File: src/rtl/pc_next_if.sv
// Fetch-side bundle between the PC/next-PC unit and its surroundings.
// The slave modport is the PC unit; the master modport drives decode fields
// and the jump-register target, and observes the fetch address and status.
interface pc_next_if;
    logic        stall;
    logic [2:0]  opcode;
    logic [5:0]  func;
    logic [31:0] jr_target;
    logic        branch_taken;
    logic [15:0] branch_offset;
    logic [25:0] jump_index;
    logic [31:0] pc;
    logic [31:0] pc_plus4;
    logic        flush;
    logic        fault;
    logic [15:0] redirect_count;

    modport master (
        output stall, opcode, func, jr_target, branch_taken, branch_offset, jump_index,
        input  pc, pc_plus4, flush, fault, redirect_count
    );

    modport slave (
        input  stall, opcode, func, jr_target, branch_taken, branch_offset, jump_index,
        output pc, pc_plus4, flush, fault, redirect_count
    );
endinterface

File: src/rtl/pc_next_unit.sv
// Program counter and next-PC selection for the single-cycle datapath.
// Sources in priority order: jr > j > taken branch > pc+4. Every accepted
// redirect is followed by one flush cycle; a misaligned target traps into a
// sticky fault state that only reset clears.
// Optional: define PC_REDIRECT_COUNT_EN to build the saturating redirect
// counter; otherwise redirect_count is tied to zero.
//
// state    | meaning
// ---------+-----------------------------------------------------------
// ST_RUN   | normal fetch, current instruction's control is honoured
// ST_FLUSH | instruction fetched after a redirect is squashed
// ST_FAULT | misaligned target trapped, PC frozen until reset
module pc_next_unit #(
    parameter logic [31:0] RESET_PC = 32'h0000_0000
) (
    input logic     clk,
    input logic     rst_n,
    pc_next_if.slave bus
);
    typedef enum logic [1:0] {
        ST_RUN   = 2'd0,
        ST_FLUSH = 2'd1,
        ST_FAULT = 2'd2
    } state_t;

    state_t      state, state_nxt;
    logic [31:0] pc_q, pc_nxt;
    logic [31:0] pc_plus4;
    logic        is_jr, is_j, is_br, redirect;
    logic [31:0] target;
    logic        count_inc;

    assign pc_plus4 = pc_q + 32'd4;
    assign is_jr    = ({bus.opcode, bus.func} == 9'b000_001000);
    assign is_j     = (bus.opcode == 3'b010);
    assign is_br    = bus.branch_taken;
    assign redirect = is_jr | is_j | is_br;

    // Target select; jr_target is only looked at when jr decodes, so a
    // floating register path cannot leak into the PC.
    always_comb begin
        target = pc_plus4;
        if (is_jr) begin
            target = bus.jr_target;
        end else if (is_j) begin
            target = {pc_plus4[31:28], bus.jump_index, 2'b00};
        end else if (is_br) begin
            target = pc_plus4 + {{14{bus.branch_offset[15]}}, bus.branch_offset, 2'b00};
        end
    end

    // State and PC register.
    always_ff @(posedge clk or negedge rst_n) begin
        if (!rst_n) begin
            state <= ST_RUN;
            pc_q  <= RESET_PC;
        end else begin
            state <= state_nxt;
            pc_q  <= pc_nxt;
        end
    end

    // Next-state and next-PC; stall freezes everything, FLUSH ignores the
    // squashed instruction's control fields.
    always_comb begin
        state_nxt = state;
        pc_nxt    = pc_q;
        count_inc = 1'b0;
        case (state)
            ST_RUN: begin
                if (!bus.stall) begin
                    if (redirect) begin
                        if (target[1:0] == 2'b00) begin
                            pc_nxt    = target;
                            state_nxt = ST_FLUSH;
                            count_inc = 1'b1;
                        end else begin
                            state_nxt = ST_FAULT;
                        end
                    end else begin
                        pc_nxt = pc_plus4;
                    end
                end
            end
            ST_FLUSH: begin
                if (!bus.stall) begin
                    pc_nxt    = pc_plus4;
                    state_nxt = ST_RUN;
                end
            end
            ST_FAULT: begin
                state_nxt = ST_FAULT;
            end
            default: begin
                state_nxt = ST_FAULT;
            end
        endcase
    end

    // Status outputs are pure decodes of the registered state.
    always_comb begin
        bus.flush = (state == ST_FLUSH);
        bus.fault = (state == ST_FAULT);
    end

    assign bus.pc       = pc_q;
    assign bus.pc_plus4 = pc_plus4;

`ifdef PC_REDIRECT_COUNT_EN
    logic [15:0] count_q;

    // Saturating count of accepted aligned redirects.
    always_ff @(posedge clk or negedge rst_n) begin
        if (!rst_n) begin
            count_q <= 16'h0000;
        end else if (count_inc && (count_q != 16'hFFFF)) begin
            count_q <= count_q + 16'd1;
        end
    end

    assign bus.redirect_count = count_q;
`else
    logic unused_count_inc;
    assign unused_count_inc   = count_inc;
    assign bus.redirect_count = 16'h0000;
`endif
endmodule

File: src/flat_wrapper.sv
// flat-port wrapper written by rule: the top's interface ports become plain ports
module pc_next_unit_flat 
#(
    parameter logic [31:0] RESET_PC = 32'h0000_0000
)
  (clk, rst_n, bus_stall, bus_opcode, bus_func, bus_jr_target, bus_branch_taken, bus_branch_offset, bus_jump_index, bus_pc, bus_pc_plus4, bus_flush, bus_fault, bus_redirect_count);
  pc_next_if bus_i ();
  input logic clk;
  input logic rst_n;
  input wire logic [$bits(bus_i.stall)-1:0] bus_stall;
  input wire logic [$bits(bus_i.opcode)-1:0] bus_opcode;
  input wire logic [$bits(bus_i.func)-1:0] bus_func;
  input wire logic [$bits(bus_i.jr_target)-1:0] bus_jr_target;
  input wire logic [$bits(bus_i.branch_taken)-1:0] bus_branch_taken;
  input wire logic [$bits(bus_i.branch_offset)-1:0] bus_branch_offset;
  input wire logic [$bits(bus_i.jump_index)-1:0] bus_jump_index;
  output wire logic [$bits(bus_i.pc)-1:0] bus_pc;
  output wire logic [$bits(bus_i.pc_plus4)-1:0] bus_pc_plus4;
  output wire logic [$bits(bus_i.flush)-1:0] bus_flush;
  output wire logic [$bits(bus_i.fault)-1:0] bus_fault;
  output wire logic [$bits(bus_i.redirect_count)-1:0] bus_redirect_count;
  assign bus_i.stall = bus_stall;
  assign bus_i.opcode = bus_opcode;
  assign bus_i.func = bus_func;
  assign bus_i.jr_target = bus_jr_target;
  assign bus_i.branch_taken = bus_branch_taken;
  assign bus_i.branch_offset = bus_branch_offset;
  assign bus_i.jump_index = bus_jump_index;
  assign bus_pc = bus_i.pc;
  assign bus_pc_plus4 = bus_i.pc_plus4;
  assign bus_flush = bus_i.flush;
  assign bus_fault = bus_i.fault;
  assign bus_redirect_count = bus_i.redirect_count;
  pc_next_unit #(.RESET_PC(RESET_PC)) u_core (.clk(clk), .rst_n(rst_n), .bus(bus_i));
endmodule
File: config.mk
export PLATFORM = sky130hd
export DESIGN_NAME = pc_next_unit_flat
export DESIGN_NICKNAME = d
export VERILOG_FILES = /design/src/rtl/pc_next_if.sv /design/src/rtl/pc_next_unit.sv /design/src/flat_wrapper.sv
export SDC_FILE = /design/constraint.sdc
export NUM_CORES = 1
export LEC_CHECK = 0
export ABC_AREA = 0
export BUFFER_PORTS_ARGS = -buffer_cell sky130_fd_sc_hd__clkbuf_2
export CAP_MARGIN = 20
export CORE_MARGIN = 1
export CORE_UTILIZATION = 45
export DETAILED_ROUTE_END_ITERATION = 10
export PLACE_DENSITY = 0.79
export SLEW_MARGIN = 20
export SYNTH_ARGS = -nofsm -noshare
export SYNTH_HDL_FRONTEND = slang
export SYNTH_SLANG_ARGS = --single-unit
File: constraint.sdc
create_clock -name clk -period 8.1 [get_ports clk]
set_input_delay 1.62 -clock clk [delete_from_list [all_inputs] [get_ports clk]]
set_output_delay 1.62 -clock clk [all_outputs]
set_load 0.05 [all_outputs]
; Word level (Yosys, flattened, before mapping)
; Cells that the tools add are included.
[totals]
wordCells = 32
reg_bits = 34
in_bits = 87
[op_classes]
add_sub_neg = 2
reduce_logical = 5
muxes = 13
eq_ne = 8
n_bitwise = 2
[ops]
columns = op, count
row1 = $mux W32, 7
row2 = $pmux W32 S2, 1
row3 = $add A32 B3 Y32 const B, 1
row4 = $add A32 B32 Y32, 1
row5 = $eq A9 B4 Y1 const B, 1
row6 = $mux W2, 4
row7 = $logic_not A2 Y1, 2
row8 = $ne A2 B2 Y1 const B, 2
row9 = $pmux W2 S2, 1
row10 = $reduce_and A4 Y1, 1
row11 = $eq A3 B2 Y1 const B, 1
row12 = $ne A3 B3 Y1 const B, 1
row13 = $reduce_and A3 Y1, 1
row14 = $eq A2 B1 Y1 const B, 1
row15 = $eq A2 B2 Y1 const B, 1
row16 = $ne A2 B1 Y1 const B, 1
row17 = $or A1 B1 Y1, 2
row18 = $reduce_bool A2 Y1, 1

; Longest topological paths before layout
; Gate-level depths: netlist of the first run.
[depth]
depth_word = 10
mapped_depth = 17
depth_no_buf = 16

; Worst setup path after synthesis of the first run
; OpenSTA, ideal clock, no wires.
[synth_timing]
path_type = register to register
startpoint = reg u_core.pc_q[2] (netlist: u_core.bus.pc[2])
endpoint = reg u_core.pc_q[27] (netlist: u_core.bus.pc[27])
setup_ps = 88
arrival_ps = 4650
stages_incl_launch_ff = 17
path_slack_ps = 3362
n_path_buf = 1
required_ps = 8012
cell_sequence = dfrtp_1 -> ha_1 -> nand4_1 -> nor2_1 -> nand3_1 -> xnor2_1 -> ha_1 -> clkbuf_1 -> nand4_1 -> o221ai_1 -> a21oi_2 -> a21oi_2 -> o21ai_2 -> nand2_1 -> a211o_1 -> a2111o_1 -> o211ai_1
[synth_between]
elab_chain_len = 9
elab_cells_between_ends = 10
classes_between = 2 x add/sub / 8 x mux
[synth_rtl]
columns = element, line_no
row1 = from (decl), pc_next_unit.sv:27  ; logic [31:0] pc_q, pc_nxt;
row2 = from (signal assigned), pc_next_unit.sv:59  ; pc_q <= pc_nxt;
row3 = $add A32 B3 Y32, pc_next_unit.sv:33  ; assign pc_plus4 = pc_q + 32'd4;
row4 = net bus_pc_plus4[12], flat_wrapper.sv:18  ; output wire logic [$bits(bus_i.pc_plus4)-1:0] bus_pc_plus4;
row5 = $add A32 B32 Y32, pc_next_unit.sv:48  ; target = pc_plus4 + {{14{bus.branch_offset[15]}}, bus.branch_offset, 2'b00};
row6 = $mux W32, pc_next_unit.sv:47  ; end else if (is_br) begin
row7 = $mux W32, pc_next_unit.sv:45  ; end else if (is_j) begin
row8 = $mux W32, pc_next_unit.sv:43  ; if (is_jr) begin
row9 = $mux W32, pc_next_unit.sv:73  ; if (target[1:0] == 2'b00) begin
row10 = $mux W32, pc_next_unit.sv:72  ; if (redirect) begin
row11 = $mux W32, pc_next_unit.sv:71  ; if (!bus.stall) begin
row12 = $pmux W32 S2, pc_next_unit.sv:69  ; case (state)
; The timed path passes the listed nets, and every way through them passes these cells. The select of a mux whose other input is x is not followed.
; A chain may end at the register's enable or synchronous reset.

; Worst setup path in the final report of the first run
[layout_timing]
startpoint = reg u_core.pc_q[2] (netlist: u_core.bus.pc[2])
endpoint = out bus_pc_plus4[30]
[layout_between]
elab_chain_len = 1
[layout_rtl]
columns = element, line_no
row1 = $add A32 B3 Y32, pc_next_unit.sv:33
row2 = to (decl), flat_wrapper.sv:18
; Every way passes these cells.

==> results of run 1 <==
[layer usage]
metal  global-route usage  wire [microns]  vias up
met5                    0               0        -
met4                0.104             514        0
met3               0.0489            1890       63
met2                0.493            7900      405
met1                0.414            7000     2684
li1                     -               -     2581
[worst max-delay path, stage by stage, from the launching register on]
cell	delay [ns]
dfrtp_1	0.47
ha_1	0.29
nand4_1	0.19
nor2_2	0.44
nand3_1	0.17
nor2_1	0.14
xor2_1	0.38
clkbuf_2	0.36
[Yosys cell counts (5+ instances only)]
cell	number
a21o_1	15
a21oi_1	57
a221oi_1	7
a22o_1	5
a31oi_1	11
and3_1	12
buf_2	9
buf_4	20
clkbuf_1	20
dfrtp_1	34
ha_1	36
inv_1	15
nand2_1	52
nand3_1	38
nand4_1	9
nor2_1	58
nor2b_1	6
nor3_1	15
o211ai_1	6
o21ai_0	49
o21ai_1	7
o22ai_1	7
xnor2_1	31
xor2_1	14
[registers in the layout (all words and copies together) (netlist names)]
register and flops:
u_core.bus.pc 32, u_core.state 2
[final cells by class]
type | instances | area, sq um
Multi-Input combinational cell | 547 | 3580
Sequential cell | 34 | 851
Clock inverter | 2 | 60.1
Tap cell | 133 | 166
Inverter | 16 | 60.1
Timing Repair Buffer | 158 | 806
Clock buffer | 6 | 82.6
Fill cell | 967 | 4350
[worst max path at each step]
stage	startpoint	to	slack [ns]	depth (start not counted)
after floorplan	u_core.bus.pc[2]$_DFFE_PN0P_	u_core.bus.pc[27]$_DFFE_PN0P_	3.36	16
after global placement	bus_func[1]	u_core.bus.pc[28]$_DFFE_PN0P_	3.46	11
after detailed placement	bus_func[1]	u_core.bus.pc[28]$_DFFE_PN0P_	3.36	11
after CTS	bus_func[1]	u_core.bus.pc[28]$_DFFE_PN0P_	3.66	11
after global routing	u_core.bus.pc[2]$_DFFE_PN0P_	u_core.bus.pc[27]$_DFFE_PN0P_	3.59	15
final	u_core.bus.pc[2]$_DFFE_PN0P_	bus_pc_plus4[30]	3.75	7
[logic make-up (layout without fill, tap and decap cells)]
kind of cell / Yosys count / after routing / synth area share
buffers and inverters: 67 / 182 / 0.0733
xor gates and xnor gates: 46 / 46 / 0.0871
DFF: 34 / 34 / 0.181
AOI/OAI and AO/OA: 221 / 221 / 0.307
adders and majority gates: 37 / 37 / 0.0999
muxes: 5 / 5 / 0.0109
and+or+nand+nor: 222 / 222 / 0.241
other: 1 / 16 / 0.000796
[metrics by stage]
| step | cell area (sq um) | std cells |
|---|---|---|
| after global placement | 5460 | 888 |
| after global routing | 5600 | 896 |
| final | 5600 | 896 |
| after floorplan | 4770 | 648 |
| after detailed placement | 5460 | 888 |
| after CTS | 5600 | 896 |
[report_power, final]
group	total [mW]	leakage [nW]	internal (mW)	switching (mW)
combinational	1.51	2.17	0.469	1.04
clock	0.201	0.0714	0.131	0.0699
sequential	0.332	0.420	0.225	0.108
==> qor.csv, run 1 <==
stage,metric,value,unit
worst_hold_path,min-delay worst type,flop to flop,
place,setup slack at placement,3.36,ns
clock_tree,CTS max path bufs,2,
timing,unrepaired setup endpoints after global routing,no,
yosys,"Avg Cell Area, Syn",7.44,sq um
clock_tree,post-CTS setup buffers,0,
pwr,LEAKAGE,2.67,nW
clock_tree,clock-pin slew on the worst setup and hold paths,0.08,ns
routing,vias,5733,
pwr,Tot Pwr,2.05,mW
critical_path,CP required,6.48,ns
yosys,number of flops mapped to enable cells by yosys,0,
yosys,Mapped Cells,633,
worst_hold_path,Hold Startpoint,u_core.state[1]$_DFFE_PN0P_,
critical_path,Worst setup SP type,flop,
global_routing,gr usage total,0.307,
pwr,Max VDD drop,0.294,mV
floorplanning,core area,9950,sq um
clock_tree,CTS tree,done,
yosys,Yosys cell types,75,
floorplanning,IO Count,169,
routing,drt wl/cell,19.3,microns
yosys,largest cells by area after synthesis,"dfrtp_1 18%, ha_1 9.6%, a21oi_1 6.1%, xnor2_1 5.8%, o21ai_0 5.2%",
yosys,"Seq/Total Area, Yosys",0.181,
global_routing,largest net degree at the start of global routing,39,
finish,Layout area overhead,19.0,%
floorplanning,die height,104,microns
timing,hold_ws,0.575,ns
routing,Routed Antenna Nets,0,
finish,share of cells above drive strength 1,0.248,
clock_tree,latest clock arrival within the worst-skew pair,0.29,ns
yosys,Yosys warning count,0,
finish,"commonest non-fill, non-tap cell in the layout",clkbuf_2,
yosys,synthesized cell area,4710,sq um
finish,"commonest non-fill, non-tap cells in the layout","152 x clkbuf_2, 58 x nor2_1, 57 x a21oi_1",
critical_path,CP Capture Type,primary output,
timing,fin crit share,0.537,
floorplanning,initial core utilization,0.473,
worst_hold_path,endpoint with the worst hold slack,u_core.state[1]$_DFFE_PN0P_,
timing,setup violators final,0,
yosys,"area leader, netlist",dfrtp_1,
routing,Routed WL,17300,microns
critical_path,Worst R2R Path Depth,14,
timing,final slew viol count,0,
status,status,"finished, final reports clean",
floorplanning,die area,10900,sq um
clock_tree,CTS sink cnt,34,
critical_path,critical path class,flop to primary output,
critical_path,Crit Path Max Fanout,9,
clock_tree,hold buffer count at CTS,0,
place,gpl congestion,0.963,
routing,DRC viols,0,
timing,Final Hold Vio Count,0,
place,# port buffers,152,
yosys,ys flop type,dfrtp_1,
timing,Post-Route Setup TNS,0,ns
yosys,ys async rst share,1.00,
routing,Detailed Route Iter0 Violations,547,
clock_tree,CTS buffer count,5,
clock_tree,post-cts sizing count,0,
global_routing,first-pass GRT wire length,26700,microns
finish,final net count,886,
flow_run,Max Cap Viol,0,
floorplanning,# rows,36,
yosys,share of the synthesized area in the top cell type,0.181,
finish,Util after Layout,0.563,
critical_path,FF-to-FF Start,u_core.bus.pc[2]$_DFFE_PN0P_,
floorplanning,die outline width,104,microns
timing,Final min period,4.35,ns
clock_tree,clk root buf,clkbuf_8,
global_routing,"Remaining Overflow, GRT",0,
timing,Setup Skew,0.00899,ns
global_routing,vias in the first global route,5225,
global_routing,initial antenna violation count,0,
timing,worst slew pin tran,0.931,ns
finish,Antenna Cells,0,
clock_tree,H-tree level count,2,
timing,slew margin rel.,0.379,
pwr,pwr dens,365,nW/um^2
place,Detail Placement HPWL,13200,microns
timing,worst setup margin,3.75,ns
worst_hold_path,WHS Path Cells,1,
routing,drt first pass iters,9,
critical_path,r2r setup slk,3.81,ns
routing,post-DR vias/cell,6.40,
yosys,"flops & latches, synth",34,
timing,Max Fclk,0.230,GHz
critical_path,end of the worst register-to-register path,u_core.bus.pc[28]$_DFFE_PN0P_,
critical_path,CP arrival,2.73,ns
Note: power is estimated with default switching activity, not from simulation.
==> inputs of run 2 (changes only) <==
--- a/config.mk
+++ b/config.mk
@@ -11,7 +11,7 @@
 export CORE_MARGIN = 1
 export CORE_UTILIZATION = 45
 export DETAILED_ROUTE_END_ITERATION = 10
-export PLACE_DENSITY = 0.79
+export PLACE_DENSITY = 0.82
 export SLEW_MARGIN = 20
 export SYNTH_ARGS = -nofsm -noshare
 export SYNTH_HDL_FRONTEND = slang
==> constraint.sdc (replaced) <==
create_clock -name clk -period 3.9 [get_ports clk]
set_input_delay 0.78 -clock clk [delete_from_list [all_inputs] [get_ports clk]]
set_output_delay 0.78 -clock clk [all_outputs]
set_load 0.05 [all_outputs]
==> run 2 against run 1 <==
- total power increased by 110%
- core utilization increased by 3.2 points
- sequential share of layout area decreased by 0.59 points
- cell area increased by 5.7%
- worst hold slack got worse by 0.029 ns
- final cell count increased by 2.0%
- wire length increased by 4.3%
- global-route usage increased by 1.9 points
- critical endpoint is now u_core.bus.pc[28]$_DFFE_PN0P_
- largest cell class unchanged
- largest power group unchanged
==> qor.csv, run 2 (synthesized netlist as in run 1, its figures left out) <==
stage,metric,value,unit,change
status,status,"finished, final reports clean",,unchanged
critical_path,Buf/Inv on CP,0,,was 1
critical_path,Crit Path Max Fanout,8,,was 9
finish,final net count,904,,was 886
floorplanning,core area,9950,sq um,unchanged
finish,max reg flops,32,,unchanged
routing,drt first pass iters,5,,was 9
critical_path,Worst setup SP type,flop,,unchanged
timing,worst setup margin,0.110,ns,was 3.75 ns
clock_tree,CTS max path bufs,2,,unchanged
critical_path,crit-path most repeated cell,a21oi_1,,
finish,"commonest non-fill, non-tap cell in the layout",clkbuf_2,,unchanged
worst_hold_path,endpoint with the worst hold slack,u_core.bus.pc[3]$_DFFE_PN0P_,,was u_core.state[1]$_DFFE_PN0P_
critical_path,end of the worst register-to-register path,u_core.bus.pc[28]$_DFFE_PN0P_,,unchanged
timing,fin crit share,0.972,,
global_routing,gr usage total,0.326,,was 0.307
critical_path,critical path depth,14,,was 7
place,gpl congestion,0.994,,was 0.963
routing,Routed WL,18000,microns,"was 17,300 microns"
critical_path,Worst R2R Path Depth,14,,unchanged
global_routing,initial antenna violation count,0,,unchanged
critical_path,r2r setup slk,0.11,ns,was 3.81 ns
place,Detail Placement HPWL,13600,microns,"was 13,200 microns"
finish,share of cells above drive strength 1,0.310,,was 0.248
flow_run,Max Cap Viol,0,,unchanged
critical_path,critical path class,flop to flop,,was flop to primary output
routing,Routed Antenna Nets,0,,unchanged
timing,Final Hold Vio Count,0,,unchanged
worst_hold_path,Hold Startpoint,u_core.bus.pc[3]$_DFFE_PN0P_,,was u_core.state[1]$_DFFE_PN0P_
pwr,LEAKAGE,2.81,nW,was 2.67 nW
timing,unrepaired setup endpoints after global routing,yes,,was no
global_routing,largest net degree at the start of global routing,39,,unchanged
clock_tree,CTS buffer count,5,,unchanged
finish,Antenna Cells,0,,unchanged
floorplanning,initial core utilization,0.473,,unchanged
clock_tree,H-tree level count,2,,unchanged
timing,Setup Skew,0.0159,ns,was 0.00899 ns
timing,worst slew pin tran,0.964,ns,was 0.931 ns
timing,Final min period,3.79,ns,
clock_tree,clock-pin slew on the worst setup and hold paths,0.10,ns,was 0.08 ns
critical_path,CP required,4.14,ns,was 6.48 ns
clock_tree,CTS tree,done,,unchanged
floorplanning,IO Count,169,,unchanged
finish,Layout area overhead,25.7,%,was 19.0%
timing,setup violators final,0,,unchanged
global_routing,"Remaining Overflow, GRT",0,,unchanged
clock_tree,latest clock arrival within the worst-skew pair,0.31,ns,was 0.29 ns
pwr,pwr dens,714,nW/um^2,was 365 nW/um^2
global_routing,vias in the first global route,5498,,"was 5,225"
timing,Post-Route Setup TNS,0,ns,unchanged
floorplanning,die outline width,104,microns,unchanged
critical_path,Crit path max-delay family,compound AO/OA/AOI/OAI gates,,was simple AND/OR/NAND/NOR gates
routing,drt wl/cell,19.7,microns,was 19.3 microns
finish,fillers,928,,was 967
clock_tree,CTS sink cnt,34,,unchanged
timing,slew margin rel.,0.358,,was 0.379
routing,DRC viols,0,,unchanged
worst_hold_path,WHS Path Cells,2,,was 1
pwr,Max VDD drop,0.859,mV,was 0.294 mV
clock_tree,clk root buf,clkbuf_8,,unchanged
place,setup slack at placement,0.0401,ns,was 3.36 ns
critical_path,Max stage delay on crit path,0.46,ns,was 0.47 ns
critical_path,CP Capture Type,flop,,was primary output
timing,Max Fclk,0.264,GHz,
critical_path,"critical path, cell by cell","ha_2, nand4_1, nor2_4, nand3_1, xnor2_4, ha_1, nand2_1, a21oi_1, a2111oi_1, a21oi_1, o211a_1, o21ai_1, mux2_2, a31oi_1",,"was ha_1, nand4_1, nor2_2, nand3_1, nor2_1, xor2_1, clkbuf_2"
global_routing,first-pass GRT wire length,28400,microns,"was 26,700 microns"
routing,Detailed Route Iter0 Violations,468,,was 547
routing,post-DR vias/cell,6.21,,was 6.40
floorplanning,die area,10900,sq um,unchanged
worst_hold_path,min-delay worst type,flop to flop,,unchanged
critical_path,CP arrival,4.03,ns,was 2.73 ns
finish,"commonest non-fill, non-tap cells in the layout","152 x clkbuf_2, 57 x a21oi_1, 56 x nor2_1",,"was 152 x clkbuf_2, 58 x nor2_1, 57 x a21oi_1"
floorplanning,# rows,36,,unchanged
timing,final slew viol count,0,,unchanged
routing,vias,5672,,"was 5,733"
place,# port buffers,152,,unchanged
critical_path,FF-to-FF Start,u_core.bus.pc[2]$_DFFE_PN0P_,,unchanged
critical_path,Slowest cell on crit path,a2111oi_1,,was dfrtp_1
floorplanning,die height,104,microns,unchanged
## run 2: cell types whose count changed in the layout (fill, tap and decap cells not counted), moves of 2 or more
cell       previous run  this run
xnor2_4               0         4
xor2_1               14         7
clkinv_2              0         2
dfrtp_1              34        23
xor2_2                0         6
buf_4                 6        24
xnor2_2               1         8
nor2_1               58        56
xnor2_1              31        20
bufinv_16             2         0
dfrtp_2               0        11
## run 2: worst min-delay path: stages, from the launching register on
cell	delay [ns]
dfrtp_2	0.40
nand2_1	0.05
o21ai_0	0.06
## run 2: timing repair
action	4_1_cts	5_1_grt
endpoints found under the setup margin	0	14
resized for setup	0	8
buffers inserted	0	4
hold buffers	0	0
## run 2: per-stage QoR
step | power [mW] | instances | util | hold slack (ns) | instance area (sq um)
floorplan | 3.13 | 648 | - | 0.484 | 4970
global placement | 3.82 | 902 | 0.579 | 0.512 | 5770
detailed placement | 3.87 | 902 | 0.579 | 0.532 | 5770
CTS | 4.16 | 910 | 0.588 | 0.550 | 5850
global route | 4.48 | 914 | 0.595 | 0.587 | 5920
finish | 4.23 | 914 | 0.595 | 0.546 | 5920
## run 2: layer usage
metal / vias up / share of wire / GRT usage
li1: 2621 / - / -
met1: 2666 / 0.39 / 0.419
met2: 331 / 0.47 / 0.539
met3: 54 / 0.10 / 0.0526
met4: 0 / 0.038 / 0.136
met5: - / 0 / 0
## run 2: worst max-delay path by stage
stage,startpoint,end,slack (ns)
6_report,u_core.bus.pc[2]$_DFFE_PN0P_,u_core.bus.pc[28]$_DFFE_PN0P_,0.11
2_1_floorplan,u_core.bus.pc[2]$_DFFE_PN0P_,u_core.bus.pc[27]$_DFFE_PN0P_,-0.1
4_1_cts,u_core.bus.pc[2]$_DFFE_PN0P_,u_core.bus.pc[30]$_DFFE_PN0P_,0.03
3_3_place_gp,u_core.bus.pc[2]$_DFFE_PN0P_,u_core.bus.pc[28]$_DFFE_PN0P_,0.16
5_1_grt,u_core.bus.pc[2]$_DFFE_PN0P_,u_core.bus.pc[27]$_DFFE_PN0P_,-0.11
3_5_place_dp,u_core.bus.pc[2]$_DFFE_PN0P_,u_core.bus.pc[30]$_DFFE_PN0P_,0.04
## run 2: layout make-up
cell class	instances	area, sq um	share of cell area
clock buffer	6	72.6	0.0123
clock inverter	2	10.0	0.00169
inverter	16	60.1	0.0101
multi-input combinational	547	3810	0.643
sequential	34	865	0.146
tap	133	166	0.0281
timing repair buffer	176	941	0.159
## run 2: power breakdown
part           total, mW  internal [mW]  switching, mW
combinational       3.24           1.07           2.17
clock              0.284          0.124          0.160
sequential         0.705          0.475          0.230
total               4.23           1.67           2.56
==> inputs of run 3 (changes only) <==
--- a/config.mk
+++ b/config.mk
@@ -11,7 +11,7 @@
 export CORE_MARGIN = 1
 export CORE_UTILIZATION = 45
 export DETAILED_ROUTE_END_ITERATION = 10
-export PLACE_DENSITY = 0.82
+export PLACE_DENSITY = 0.79
 export SLEW_MARGIN = 20
 export SYNTH_ARGS = -nofsm -noshare
 export SYNTH_HDL_FRONTEND = slang
==> run 3 against run 2 <==
- cell area up 2.9%
- via count rose by 0.83%
- clock-buffer cell count unchanged
- sequential power shrank 6.4%
- register-to-register slack better by 0.11 ns
==> qor.csv, run 3 (synthesized netlist as in run 1, its figures left out) <==
stage,metric,value,unit,change
status,status,"finished, final reports clean",,unchanged
clock_tree,hold buffer count at CTS,0,,unchanged
place,# port buffers,152,,unchanged
floorplanning,initial core utilization,0.473,,unchanged
floorplanning,# rows,36,,unchanged
clock_tree,CTS max path bufs,2,,unchanged
routing,vias,5719,,"was 5,672"
clock_tree,CTS sink cnt,34,,unchanged
timing,Post-Route Setup TNS,0,ns,unchanged
critical_path,Buf/Inv on CP,1,,was 0
finish,Util after Layout,0.612,,was 0.595
pwr,Tot Pwr,4.45,mW,was 4.23 mW
floorplanning,die height,104,microns,unchanged
routing,drt first pass iters,5,,unchanged
floorplanning,die outline width,104,microns,unchanged
timing,Final Hold Vio Count,0,,unchanged
global_routing,gr usage total,0.333,,was 0.326
routing,Routed Antenna Nets,0,,unchanged
routing,DRC viols,0,,unchanged
global_routing,vias in the first global route,5519,,"was 5,498"
critical_path,critical path depth,15,,was 14
place,gpl congestion,0.997,,was 0.994
floorplanning,core area,9950,sq um,unchanged
global_routing,initial antenna violation count,0,,unchanged
timing,Setup Skew,0.00860,ns,was 0.0159 ns
pwr,pwr dens,730,nW/um^2,was 714 nW/um^2
critical_path,critical path class,flop to flop,,unchanged
critical_path,Slowest cell on crit path,dfrtp_2,,was a2111oi_1
critical_path,Worst setup SP type,flop,,unchanged
finish,"commonest non-fill, non-tap cells in the layout","152 x clkbuf_2, 57 x nor2_1, 55 x a21oi_1",,"was 152 x clkbuf_2, 57 x a21oi_1, 56 x nor2_1"
global_routing,"Remaining Overflow, GRT",0,,unchanged
critical_path,Max stage delay on crit path,0.43,ns,was 0.46 ns
flow_run,Max Cap Viol,0,,unchanged
critical_path,CP arrival,3.91,ns,was 4.03 ns
timing,Final min period,3.68,ns,was 3.79 ns
clock_tree,clock-pin slew on the worst setup and hold paths,0.09,ns,was 0.10 ns
finish,Antenna Cells,0,,unchanged
finish,final net count,915,,was 904
finish,share of cells above drive strength 1,0.326,,was 0.310
clock_tree,CTS buffer count,5,,unchanged
routing,post-DR vias/cell,6.18,,was 6.21
clock_tree,H-tree level count,2,,unchanged
timing,Max Fclk,0.272,GHz,was 0.264 GHz
critical_path,"critical path, cell by cell","ha_2, nand4_1, buf_4, nor2_4, nand3_1, xnor2_4, ha_2, a21oi_1, nor2_1, or3_1, o21ai_2, nand2_1, a211o_1, a2111o_1, o211ai_1",,"was ha_2, nand4_1, nor2_4, nand3_1, xnor2_4, ha_1, nand2_1, a21oi_1, a2111oi_1, a21oi_1, o211a_1, o21ai_1, mux2_2, a31oi_1"
finish,max reg flops,32,,unchanged
critical_path,Worst R2R Path Depth,15,,was 14
finish,Post-Layout Inst Area,6090,sq um,was 5920 sq um
finish,Layout area overhead,29.4,%,was 25.7%
clock_tree,clk root buf,clkbuf_8,,unchanged
critical_path,crit-path most repeated cell,ha_2,,was a21oi_1
critical_path,Crit path max-delay family,compound AO/OA/AOI/OAI gates,,unchanged
critical_path,FF-to-FF Start,u_core.bus.pc[2]$_DFFE_PN0P_,,unchanged
routing,Detailed Route Iter0 Violations,541,,was 468
worst_hold_path,WHS Path Cells,1,,was 2
routing,drt wl/cell,19.8,microns,was 19.7 microns
pwr,LEAKAGE,2.89,nW,was 2.81 nW
clock_tree,CTS tree,done,,unchanged
worst_hold_path,min-delay worst type,flop to flop,,unchanged
global_routing,largest net degree at the start of global routing,39,,unchanged
place,Placed Area,5850,sq um,was 5770 sq um
global_routing,first-pass GRT wire length,28600,microns,"was 28,400 microns"
finish,"commonest non-fill, non-tap cell in the layout",clkbuf_2,,unchanged
critical_path,critical path launch point,u_core.bus.pc[2]$_DFFE_PN0P_,,unchanged
timing,slew margin rel.,0.338,,was 0.358
critical_path,Crit Path Max Fanout,7,,was 8
critical_path,CP Capture Type,flop,,unchanged
timing,final slew viol count,0,,unchanged
critical_path,CP required,4.13,ns,was 4.14 ns
timing,worst slew pin tran,0.993,ns,was 0.964 ns
timing,setup violators final,0,,unchanged
timing,fin crit share,0.942,,was 0.972
worst_hold_path,Hold Startpoint,u_core.state[1]$_DFFE_PN0P_,,was u_core.bus.pc[3]$_DFFE_PN0P_
floorplanning,die area,10900,sq um,unchanged
routing,Routed WL,18300,microns,"was 18,000 microns"
place,Detail Placement HPWL,13800,microns,"was 13,600 microns"
pwr,Max VDD drop,0.600,mV,was 0.859 mV
floorplanning,IO Count,169,,unchanged
clock_tree,latest clock arrival within the worst-skew pair,0.31,ns,about the same
[run 3: through the flow]
| stage | std cells | setup WS [ns] | hold WS (ns) |
|---|---|---|---|
| after detailed placement | 913 | 0.112 | 0.535 |
| after global routing | 925 | -0.0273 | 0.590 |
| after floorplan | 648 | -0.0997 | 0.484 |
| after CTS | 921 | 0.0608 | 0.557 |
| final | 925 | 0.225 | 0.557 |
| after global placement | 913 | 0.203 | 0.510 |
[run 3: layout make-up]
type | instances | area (sq um)
clock buffer | 6 | 82.6
clock inverter | 2 | 60.1
fill | 911 | 3860
inverter | 16 | 60.1
multi-input combinational | 547 | 3840
sequential | 34 | 865
tap | 133 | 166
timing repair buffer | 187 | 1020
[run 3: timing repair]
action,in CTS,in global routing
endpoints found under the setup margin,0,13
hold endpoints to repair,0,0
gates resized for setup,0,14
setup buffers,0,4
[run 3: where the power goes]
part / internal [mW] / total [mW] / switching, mW
logic: 1.11 / 3.35 / 2.24
clock network: 0.273 / 0.437 / 0.164
registers: 0.474 / 0.660 / 0.186
[run 3: path summary, 6_finish.rpt]
check                                                end  slack (ns)
setup / recovery           u_core.bus.pc[27]$_DFFE_PN0P_        0.22
hold / removal               u_core.state[1]$_DFFE_PN0P_        0.56
setup reg to reg           u_core.bus.pc[27]$_DFFE_PN0P_        0.22
hold reg to reg              u_core.state[1]$_DFFE_PN0P_        0.56
max in group asynchronous   u_core.bus.pc[7]$_DFFE_PN0P_        2.61
min in group asynchronous  u_core.bus.pc[25]$_DFFE_PN0P_        0.61
[run 3: layer usage]
metal,share of wire,vias to the layer above,track usage
met5,0,-,0
met1,0.39,2651,0.430
met4,0.032,0,0.159
met2,0.47,371,0.544
met3,0.10,50,0.0464
li1,-,2647,-
